[config.mk]
export PLATFORM = sky130hd
export DESIGN_NAME = tdm_demux
export DESIGN_NICKNAME = d
export VERILOG_FILES = /design/src/rtl/tdm_demux_pkg.sv /design/src/rtl/tdm_slot_counter.sv /design/src/rtl/tdm_demux.sv
export SDC_FILE = /design/constraint.sdc
export NUM_CORES = 1
export LEC_CHECK = 0
export BUFFER_PORTS_ARGS = -buffer_cell sky130_fd_sc_hd__buf_2
export CORE_MARGIN = 2
export CORE_UTILIZATION = 32
export DETAILED_ROUTE_END_ITERATION = 8
export PLACE_DENSITY = 0.6
export SLEW_MARGIN = 20
export SYNTH_ARGS = -nofsm -noshare
export SYNTH_HDL_FRONTEND = slang
export SYNTH_SLANG_ARGS = --single-unit
[constraint.sdc]
create_clock -name clock -period 3.6 [get_ports clock]
set_input_delay 0.18 -clock clock [delete_from_list [all_inputs] [get_ports clock]]
set_output_delay 0.18 -clock clock [all_outputs]
set_load 0.01 [all_outputs]
[src/rtl/tdm_demux_pkg.sv]
// Shared definitions for the TDM link: FSM state encoding and default frame geometry.
package tdm_demux_pkg;

    localparam int unsigned DEFAULT_NUM_CH = 4;
    localparam int unsigned DEFAULT_W      = 1;

    typedef enum logic {
        ST_HUNT   = 1'b0,
        ST_LOCKED = 1'b1
    } tdm_state_e;

endpackage

[src/rtl/tdm_slot_counter.sv]
// Mod-NUM_CH slot counter with synchronous clear / load-1 and terminal-count flag.
module tdm_slot_counter #(
    parameter int unsigned NUM_CH = 4,
    parameter int unsigned SlotW  = $clog2(NUM_CH)
) (
    input  logic             clock,
    input  logic             reset_n,
    input  logic             clear_i,
    input  logic             load1_i,
    input  logic             inc_i,
    output logic [SlotW-1:0] count_o,
    output logic             tc_o
);

    logic [SlotW-1:0] count_q, count_d;

    // Clear beats load-1 beats increment; wrap happens only through clear.
    always_comb begin
        count_d = count_q;
        if (clear_i) begin
            count_d = '0;
        end else if (load1_i) begin
            count_d = SlotW'(1);
        end else if (inc_i) begin
            count_d = count_q + SlotW'(1);
        end
    end

    always_ff @(posedge clock) begin
        if (!reset_n) begin
            count_q <= '0;
        end else begin
            count_q <= count_d;
        end
    end

    assign count_o = count_q;
    assign tc_o    = (count_q == SlotW'(NUM_CH - 1));

endmodule

[src/rtl/tdm_demux.sv]
// TDM receiver: locks onto the frame marker, stages slots per channel and
// publishes each complete frame in parallel with a one-cycle valid pulse.
module tdm_demux
    import tdm_demux_pkg::*;
#(
    parameter int unsigned NUM_CH = DEFAULT_NUM_CH,
    parameter int unsigned W      = DEFAULT_W
) (
    input  logic                clock,
    input  logic                reset_n,
    input  logic                enable,
    input  logic                sync,
    input  logic [W-1:0]        din,
    output logic [NUM_CH*W-1:0] dout,
    output logic                frame_valid,
    output logic                locked,
    output logic                sync_err
);

    localparam int unsigned SlotW = $clog2(NUM_CH);

    tdm_state_e               state_q, state_d;
    logic [NUM_CH-1:0][W-1:0] staging_q, staging_d;
    logic [NUM_CH*W-1:0]      dout_q, dout_d;
    logic                     fv_q, fv_d;
    logic                     err_q, err_d;

    logic [SlotW-1:0] slot;
    logic             slot_clr, slot_ld1, slot_inc, slot_tc;

    tdm_slot_counter #(
        .NUM_CH (NUM_CH),
        .SlotW  (SlotW)
    ) u_slot_counter (
        .clock   (clock),
        .reset_n (reset_n),
        .clear_i (slot_clr),
        .load1_i (slot_ld1),
        .inc_i   (slot_inc),
        .count_o (slot),
        .tc_o    (slot_tc)
    );

    always_comb begin
        state_d   = state_q;
        staging_d = staging_q;
        dout_d    = dout_q;
        fv_d      = 1'b0;
        err_d     = 1'b0;
        slot_clr  = 1'b0;
        slot_ld1  = 1'b0;
        slot_inc  = 1'b0;
        if (enable) begin
            unique case (state_q)
                ST_HUNT: begin
                    if (sync) begin
                        staging_d[0] = din;
                        slot_ld1     = 1'b1;
                        state_d      = ST_LOCKED;
                    end
                end
                ST_LOCKED: begin
                    if (sync) begin
                        // Early sync restarts the frame with this slot as slot 0.
                        err_d        = (slot != '0);
                        staging_d[0] = din;
                        slot_ld1     = 1'b1;
                    end else if (slot == '0) begin
                        err_d    = 1'b1;
                        state_d  = ST_HUNT;
                        slot_clr = 1'b1;
                    end else if (slot_tc) begin
                        dout_d   = {din, staging_q[NUM_CH-2:0]};
                        fv_d     = 1'b1;
                        slot_clr = 1'b1;
                    end else begin
                        staging_d[slot] = din;
                        slot_inc        = 1'b1;
                    end
                end
                default: state_d = ST_HUNT;
            endcase
        end
    end

    always_ff @(posedge clock) begin
        if (!reset_n) begin
            state_q   <= ST_HUNT;
            staging_q <= '0;
            dout_q    <= '0;
            fv_q      <= 1'b0;
            err_q     <= 1'b0;
        end else begin
            state_q   <= state_d;
            staging_q <= staging_d;
            dout_q    <= dout_d;
            fv_q      <= fv_d;
            err_q     <= err_d;
        end
    end

    assign dout        = dout_q;
    assign frame_valid = fv_q;
    assign locked      = (state_q == ST_LOCKED);
    assign sync_err    = err_q;

endmodule

After elaboration in Yosys (flattened, before gate mapping)
Cells that the tools add are included.
{"block": "word_totals", "mem_bits_ro": 0, "latch_bits": 0, "ff_bits": 13, "ram_bits": 0, "memories": 0, "output_inout_bits": 7}
{"block": "classes", "addsub": 1, "mul": 0, "n_lt_le_gt_ge": 2, "n_bitwise": 6, "shifts": 0, "eq_ne": 4, "n_mux": 27, "n_reduce_logical": 11, "div": 0}
{"op": "2-to-1 mux 1 bit", "n": 23}
{"op": "AND reduction 5 bit", "n": 2}
{"op": "inequality test 3 bit (second input constant)", "n": 2}
{"op": "NOT 1 bit", "n": 6}
{"op": "OR reduction 5 bit", "n": 1}
{"op": "bitwise mux 4 bit", "n": 1}
{"op": "case mux 1 bit (2 select lines)", "n": 2}
{"op": "AND reduction 4 bit", "n": 1}
{"op": "nonzero test 2 bit", "n": 2}
{"op": "less-than comparator 2 x 3 -> 1 bit (second input constant)", "n": 1}
{"op": "AND reduction 3 bit", "n": 1}
{"op": "OR reduction 3 bit", "n": 1}
{"op": "adder 2 x 1 -> 2 bit (second input constant)", "n": 1}
{"op": "demux 1 bit (select 2 bit)", "n": 1}
{"op": "== test 2 bit (second input constant)", "n": 1}
{"op": "greater-or-equal comparator 2 x 1 -> 1 bit (second input constant)", "n": 1}
{"op": "zero test 2 bit", "n": 1}
{"op": "inequality test 2 bit (second input constant)", "n": 1}
{"op": "OR reduction 2 bit", "n": 1}
{"op": "logical AND 1 bit", "n": 1}

Logic depth before layout (Yosys ltp)
Gate-level depths: netlist of run 1.
{"block": "logic_depth", "ltp_word": 9, "mapped_depth": 7, "depth_no_buf": 7}

By module
Synthesis of run 1 repeated with hierarchy kept, for this count alone.
{"block": "unflattened", "hier_cells": 52, "area_unflattened_um2": 519.2}
{"module": "tdm_demux", "area_each_um2": 422.9, "seq_area_each_um2": 200.2, "n_inst": 1, "cells_each": 43}
{"module": "tdm_slot_counter", "area_each_um2": 96.3, "seq_area_each_um2": 40.0, "n_inst": 1, "cells_each": 9}

Worst setup path before layout of run 1
Ideal clock, no wire load.
{"block": "synth_path", "path_kind": "reg-to-reg", "startpoint": "reg u_slot_counter.count_q[0] (netlist: u_slot_counter.count_o[0])", "endpoint": "reg dout_q[0] (netlist: dout[0])", "synth_period_minus_slack_ns": 1.396, "n_path_buf": 0, "setup_slack_ns": 2.204, "t_required_ns": 3.481, "path_stages_with_launch": 8, "arrival_ns": 1.277, "setup_time_ns": 0.119, "path_cell_list": "dfxtp_1 inv_1 ha_1 inv_1 ha_1 nand4_1 mux2i_1 nor2_1"}
{"block": "synth_via", "elab_chain_cells": 3, "elab_cells_between_ends": 4}
{"item": "from (decl)", "line_no": "tdm_slot_counter.sv:15", "source": "logic [SlotW-1:0] count_q, count_d;"}
{"item": "from (signal assigned)", "line_no": "tdm_slot_counter.sv:33", "source": "count_q <= count_d;"}
{"item": "zero test 2 bit", "line_no": "tdm_demux.sv:68", "source": "end else if (slot == '0) begin"}
{"item": "NOT 1 bit (no source line)"}
{"item": "AND reduction 5 bit (no source line) (*)"}
{"item": "to (signal assigned)", "line_no": "tdm_demux.sv:96", "source": "dout_q <= dout_d;"}
{"item": "to (decl)", "line_no": "tdm_demux.sv:24", "source": "logic [NUM_CH*W-1:0] dout_q, dout_d;"}
Every way passes the cells marked *; elsewhere a longest branch is shown, timed or not.
A chain may end at the register's enable or synchronous reset.

Worst setup path in the final report of run 1
{"block": "layout_path", "startpoint": "reg u_slot_counter.count_q[0] (netlist: u_slot_counter.count_o[0])", "endpoint": "reg dout_q[1] (netlist: dout[1])"}
The elaborated chain is that of the path after synthesis.

==> results, run 1 <==
- The actual slew at the worst max-slew pin is 322 ps.
- The kind of end point of the critical path is a flip-flop.
- Global routing used 12.7% of the available tracks.
- Counting instances, the worst hold path has a depth of 3.
- Sequential cells were found to cover 44.3% of the synthesized design area.
- Setup violations remaining at the end of the flow were counted as 0.
- The tool flagged a number of max-cap violations equal to 0.
- The number of cell rows is 14.
- The portion of total power attributed to combinational logic is 8.0%.
- The post-cts sizing count is 0.
- The share of the clock period used by the worst path after layout is 44.1%.
- Once the floorplan was initialized, standard cells occupied 35.1% of the core.
- For this design the static power due to leakage is 0.345 nW.
- The cell sitting at the root of the clock tree is a sky130_fd_sc_hd__clkbuf_4.
- The worst-case reg-to-reg path depth is 7.
- The number of global-route vias before repair is 442.
- OpenSTA, run right after detailed placement, puts the worst setup slack at 2020 ps.
- Power spread over the standard cell area amounts to 413 nW/um2.
- In this run, the clock network consumes 40.0% of the power.
- The proportion of total power due to net switching is 23.2%.
- By area the synthesized netlist is led by sky130_fd_sc_hd__dfxtp_1 44%, sky130_fd_sc_hd__ha_1 14%, sky130_fd_sc_hd__mux2i_1 11%, sky130_fd_sc_hd__nand2_1 6.2%, sky130_fd_sc_hd__inv_1 4.2%.
- The instance count of the mapped netlist is 59.
- The fraction of layout instances using a drive strength above 1 is 20.5%.
- The total inserted antenna cells is 0.
- The tree built by TritonCTS fans out to 12 sinks.
- In this run, flip-flops and latches consume 52.0% of the power.
- Relative to the synthesized area, the layout overhead comes to 19.2%.
- For hold timing, the worst endpoint is dout[3].
- In this run the standard cell core region covers 1540 um2.
- TritonCTS created 3 clock buffers.
- The register clock-pin slew on the reported worst setup and hold paths is 80 ps.
- Yosys printed 0 warnings.
- The via count normalized by instance count is 5.02.
- Once placement finished, the instance area stood at 609 um2.
- The count of nets after finishing is 85.
- The number of antenna violations at the first check in global routing is 0.
- The net switching power is 0.0619 mW.
- The run finished with clean final reports.
- The data arrival time of the worst path is 1740 ps.
- The clock tree from TritonCTS is built.
- Setup repair after global routing left no endpoint under its margin.
- The number of violations reported at the end of detailed-routing iteration 0 is 2.
- Of all cell types, the one taking the most synthesized area is sky130_fd_sc_hd__dfxtp_1.
- The worst setup path is launched from a flip-flop.
- The tightest slew margin relative to the limit is 78.5%.
- The total DRC errors in the routed layout is 0.
- The routed wire length is 1030 um.
- The detail route stage leaves a number of antenna-violating nets equal to 0.
- From bottom edge to top edge, the die measures 45.1 um.
- The synthesized design contains 12 register bits.
- The first global-routing pass estimated 1790 um of wire.
- Setup total negative slack on the finished layout was measured at 0 ps.
- The area enclosed by the die boundary is 2040 um2.
- The number of iterations in the first detailed-routing pass is 2.
- Dividing the synthesized area by the synthesized cell count gives 9.18 um2.
- In the final routed layout, each cell accounts on average for 11.6 um.
- The number of max-slew violations in the final report is 0.
- The count of buffers added on input and output ports is 11.
- Overall power consumption after layout is estimated at 0.266 mW.
- The cell area after layout is 646 um2.
- The final global-route overflow total is 0.
- The count of unique library cells instantiated by Yosys is 15.
- For the worst setup path, the data required time is 3760 ps.
- The final hold violation count is 0.
- The congestion estimate from routability-driven global placement came to 0.770.
- The width of the die is 45.1 um.
- Buffers added to address setup during post-CTS repair amount to 0.
- The synthesized cell area is 542 um2.
- The internal power of the cells totals 0.205 mW.
- Pin placement for this block handled 12 I/O pins.
- Based on the critical path, the design can be clocked at up to 630 MHz.
- Counting along the longest clock path gives a buffer depth of 2.
- After legalization and detailed placement, the total HPWL measured 757 um.
- The routed layout has 447 vias.
- In this run the critical register-to-register path is launched from u_slot_counter.count_o[0].
- On the final layout, the worst clock skew is 4.62 ps.
- After synthesis, the largest area contributor takes up 44.3% of total cell area.
- The later-pin clock latency in the skew report is 270 ps.
- Entering global routing, the biggest net connects 11 pins.
- In this run the number of H-tree levels came out at 1.
- In this run the worst hold path is classified as primary input to flip-flop.
- The worst setup path is of the flip-flop to flip-flop kind.
- The number of nets in the synthesized netlist is 70.
- Of all nets on the critical path, the largest fanout is 4.
- The minimum setup slack in the final design is 2010 ps.
- The clock period could shrink to 1590 ps.
- The post-cts hold buffer count is 0.
- The maximum VDD drop is 0.183 mV.
- The endpoint of the most critical register-to-register path is dout[1].
- The flop-to-flop setup slack is 2010 ps.
- The hold path startpoint is din.
## worst max-delay path by stage
| stage | startpoint | endpoint | slack, ps |
|---|---|---|---|
| 5_1_grt | u_slot_counter.count_o[0] | dout[2] | 1860 |
| 2_1_floorplan | u_slot_counter.count_o[0] | dout[0] | 2200 |
| 6_report | u_slot_counter.count_o[0] | dout[1] | 2010 |
| 4_1_cts | u_slot_counter.count_o[0] | dout[1] | 2010 |
| 3_3_place_gp | u_slot_counter.count_o[0] | dout[1] | 2080 |
| 3_5_place_dp | u_slot_counter.count_o[0] | dout[1] | 2020 |
## per-layer routing
layer | up-vias | wire length [um] | global-route usage [%]
met3 | 2 | 24 | 3.60
li1 | 226 | - | -
met1 | 213 | 465 | 13.5
met2 | 6 | 517 | 20.6
met4 | 0 | 19 | 10.6
met5 | - | 0 | 0
## layout make-up
type	instances	area (um2)
timing repair buffer	11	55.1
multi-input combinational	40	272
clock buffer	4	36.3
sequential	12	240
inverter	6	22.5
tap	16	20.0
fill	166	896
## flip-flops by register name, summed over array words and instances, names as in the netlist
name / count
u_slot_counter.count_o: 2
locked: 1
dout: 4
frame_valid: 1
staging_q: 3
sync_err: 1
## kinds of logic (layout without fill, tap and decap cells)
group / Yosys count / after routing / share of synthesized area, %
and+or+nand+nor: 21 / 21 / 17.8
DFF: 12 / 12 / 44.3
AOI/OAI and AO/OA: 7 / 7 / 7.39
buffers and inverters: 7 / 21 / 5.54
adders and majority gates: 6 / 6 / 13.9
muxes: 6 / 6 / 11.1
## Yosys cell counts (all sizes together)
cell    number
buf          1
mux2i        6
nand4        1
ha           6
nand2        9
dfxtp       12
and4b        1
nor4b        1
nand3        3
o21ai        2
a311oi       1
a21oi        3
a31oi        1
inv          6
nor2         6
## metrics by stage
| stage | instances | hold WS (ps) | util (%) |
|---|---|---|---|
| final | 89 | 190 | 41.9 |
| after global routing | 89 | 189 | 41.9 |
| after CTS | 89 | 179 | 41.9 |
| after detailed placement | 85 | 454 | 39.5 |
| after global placement | 85 | 445 | 39.5 |
| after floorplan | 59 | 257 | - |
## critical path, stage by stage, from the launching register on
cell and delay (ps):
sky130_fd_sc_hd__dfxtp_1 380, sky130_fd_sc_hd__inv_1 90, sky130_fd_sc_hd__ha_1 230, sky130_fd_sc_hd__inv_1 60, sky130_fd_sc_hd__ha_1 130, sky130_fd_sc_hd__nand4_1 270, sky130_fd_sc_hd__mux2i_1 240, sky130_fd_sc_hd__nor2_1 50
## power by group through the flow
stage	logic, mW	registers, mW	clock network [mW]
global placement	0.0202	0.141	0
floorplan	0.0127	0.141	0
finish	0.0212	0.139	0.107
CTS	0.0214	0.139	0.111
global route	0.0248	0.139	0.117
detailed placement	0.0211	0.142	0
## cell usage in the layout, fill, tap and decap left out
cell type                  instances
sky130_fd_sc_hd__ha_1              6
sky130_fd_sc_hd__a31oi_1           1
sky130_fd_sc_hd__nor4b_1           1
sky130_fd_sc_hd__a311oi_1          1
sky130_fd_sc_hd__nand4_1           1
sky130_fd_sc_hd__mux2i_1           6
sky130_fd_sc_hd__a21oi_1           3
sky130_fd_sc_hd__o21ai_0           2
sky130_fd_sc_hd__clkbuf_8          1
sky130_fd_sc_hd__clkbuf_4          3
sky130_fd_sc_hd__nand3_1           3
sky130_fd_sc_hd__buf_2            11
sky130_fd_sc_hd__nor2_1            6
sky130_fd_sc_hd__dfxtp_1          12
sky130_fd_sc_hd__inv_1             6
sky130_fd_sc_hd__and4b_1           1
sky130_fd_sc_hd__nand2_1           9
Note: power is estimated with default switching activity, not from simulation.
==> run 2, diff against run 1 <==
==> constraint.sdc (replaced) <==
create_clock -name clock -period 1.6 [get_ports clock]
set_input_delay 0.08 -clock clock [delete_from_list [all_inputs] [get_ports clock]]
set_output_delay 0.08 -clock clock [all_outputs]
set_load 0.01 [all_outputs]
==> run 2 against run 1 <==
Effect of this change: sequential power is 120% higher; power is 130% higher; fmax is 6.4% higher; clock power is 120% higher; clock skew is 0.52 ps higher; routed wire length is 6.7% lower; die area stayed put; global-route usage is 2.1 points lower; combinational power grew to 2.6 times the previous value; sequential share of layout area is 0.61 points lower; clock-buffer cell count stayed put.
==> results, run 2 (synthesized netlist as in run 1, its figures left out) <==
- The flow ran to the end, and the final reports show no timing, DRC or antenna violations.
- The number of max-capacitance violations reported is 0 (unchanged).
- The worst hold slack after final layout is 88.3 ps (-102 ps).
- The required time of the critical path is 1750 ps (-2010 ps).
- The wire length of the first global-routing pass is 1520 um (-15%).
- The leakage dissipation was 0.356 nW (+3.3%).
- The number of violations reported at the end of detailed-routing iteration 0 is 5 (+3).
- The data arrival time of the worst path was 1640 ps (-100 ps).
- The number of I/O pins was 12 (unchanged).
- The number of buffers inserted during clock tree synthesis is 3 (unchanged).
- Relative to the synthesized area, the layout overhead comes to 22.4%.
- The final hold violation count is 0 (unchanged).
- The CTS root buffer is sky130_fd_sc_hd__clkbuf_4.
- The TritonCTS sink count is 12 (unchanged).
- The maximum VDD drop is 0.413 mV (+120%).
- The flop-to-flop setup slack is 110 ps (-1910 ps).
- The flip-flop count of the largest register after layout is 4 (unchanged).
- STA classifies the critical path endpoint as a flip-flop.
- The pin count of the biggest net entering global routing is 11 (unchanged).
- The setup violation total in the final timing report is 0 (unchanged).
- The total inserted antenna cells is 0 (unchanged).
- The starting utilization of the core area is 35.1% (unchanged).
- The number of global-route vias before repair came to 400 (-9.5%).
- The global-route usage over all layers was 10.6% (-2.1 points).
- The highest layer touched by signal routing is met4.
- The fraction of layout instances using a drive strength above 1 was 25.3% (+4.8 points).
- The share of the clock period used by the worst path after layout is 93.2% (+49 points).
- The register clock-pin slew on the reported worst setup and hold paths is 80 ps (about the same).
- The width of the die is 45.1 um (unchanged).
- The minimum setup slack after placement came to 20.0 ps (-2000 ps).
- The critical-path maximum fanout is 4 (unchanged).
- The later-pin clock latency in the skew report was 260 ps (about the same).
- The number of antenna violations at the first check in global routing is 0 (unchanged).
- The met1 wire length is 457 um (-1.7%).
- The number of iterations in the first detailed-routing pass is 4 (+2).
- The routed wirelength normalized by instance count is 10.5 um (-8.8%).
- The routed wire length on met2 is 461 um (-11%).
- The library cells used most frequently in the layout, excluding fill and tap cells, are 11 x sky130_fd_sc_hd__buf_2, 10 x sky130_fd_sc_hd__dfxtp_1, 9 x sky130_fd_sc_hd__nand2_1.
- Leaving out fill and tap cells, the most frequent cell in the layout is sky130_fd_sc_hd__buf_2.
- The power density of the placed cells is 907 nW/um2 (+120%).
- The area of the placeable core came to 1540 um2 (unchanged).
- The routed wire length is 959 um (-6.7%).
- The H-tree depth is 1 (unchanged).
- The total of buffers placed on input and output ports is 11 (unchanged).
- The final estimated routing congestion in global placement is 0.808 (+5.0%).
- The final global-route overflow total is 0 (unchanged).
- The maximum clock insertion buffer count is 2 (unchanged).
- The met3 wirelength from detailed routing was 19 um (-21%).
- The shortest period the worst path allows is 1490 ps (-94.8 ps).
- The placed standard-cell area is 617 um2 (+1.2%).
- The area enclosed by the die boundary is 2040 um2 (unchanged).
- STA classifies the critical path startpoint as a flip-flop.
- The routed via count is 435 (-2.7%).
- The class of the worst hold path is primary input to flip-flop.
- The minimum setup slack in the final design came to 109 ps (-1910 ps).
- The total design power is 0.601 mW (+130%).
- The total DRC errors in the routed layout was 0 (unchanged).
- The count of nets after finishing came to 87 (+2.4%).
- The tightest slew margin relative to the limit is 80.7% (+2.3 points).
- The achievable clock frequency is 671 MHz (+6.4%).
- The cell area after layout was 663 um2 (+2.7%).
- The number of max-slew violations in the final report is 0 (unchanged).
- The final worst clock skew is 5.14 ps (+0.522 ps).
- The actual slew at the worst max-slew pin is 288 ps (-34.2 ps).
- The via count normalized by instance count is 4.78 (-4.8%).
- The post-route setup TNS was 0 ps (unchanged).
- The residual antenna-violating net count after detailed routing is 0 (unchanged).
- The vertical die dimension came to 45.1 um (unchanged).
- The number of cell rows is 14 (unchanged).
- TritonCTS built the clock tree.
- The critical path is of the flip-flop to flip-flop type.
[run 2: area by class of cell]
type	instances	area [um2]
clock buffer	4	36.3
fill	159	878
inverter	6	22.5
multi-input combinational	40	272
sequential	12	243
tap	16	20.0
timing repair buffer	13	70.1
[run 2: report_power, final]
part	total [mW]	switching, mW	internal (mW)
Combinational	0.0555	0.0331	0.0224
Clock	0.238	0.0997	0.138
Sequential	0.308	0.00364	0.305
Total	0.601	0.136	0.465
[run 2: worst paths after layout]
check	endpoint	cells after the start	startpoint
worst max-delay path	dout[2]	7	u_slot_counter.count_o[1]
worst max register to register	dout[2]	7	u_slot_counter.count_o[1]
worst min register to register	staging_q[0]	2	staging_q[0]
worst min-delay path	frame_valid	2	sync
[run 2: critical path, stage by stage (launching register included)]
cell	delay, ps
sky130_fd_sc_hd__dfxtp_2	360
sky130_fd_sc_hd__inv_1	70
sky130_fd_sc_hd__ha_1	200
sky130_fd_sc_hd__inv_1	60
sky130_fd_sc_hd__ha_1	140
sky130_fd_sc_hd__nand4_1	240
sky130_fd_sc_hd__mux2i_1	240
sky130_fd_sc_hd__nor2_1	60
[run 2: layer usage]
metal	up-vias	track usage [%]
li1	229	-
met1	200	11.3
met2	4	17.4
met3	2	3.60
met4	0	7.06
met5	-	0
[run 2: repair_timing]
action	4_1_cts	5_1_grt
gates resized for setup	0	2
setup endpoints to repair	0	4
setup buffers	0	1
hold buffers	0	0
[run 2: through the flow]
stage | util (%) | instances
floorplan | - | 59
CTS | 42.4 | 90
detailed placement | 40.0 | 86
global placement | 40.0 | 86
global route | 43.0 | 91
finish | 43.0 | 91
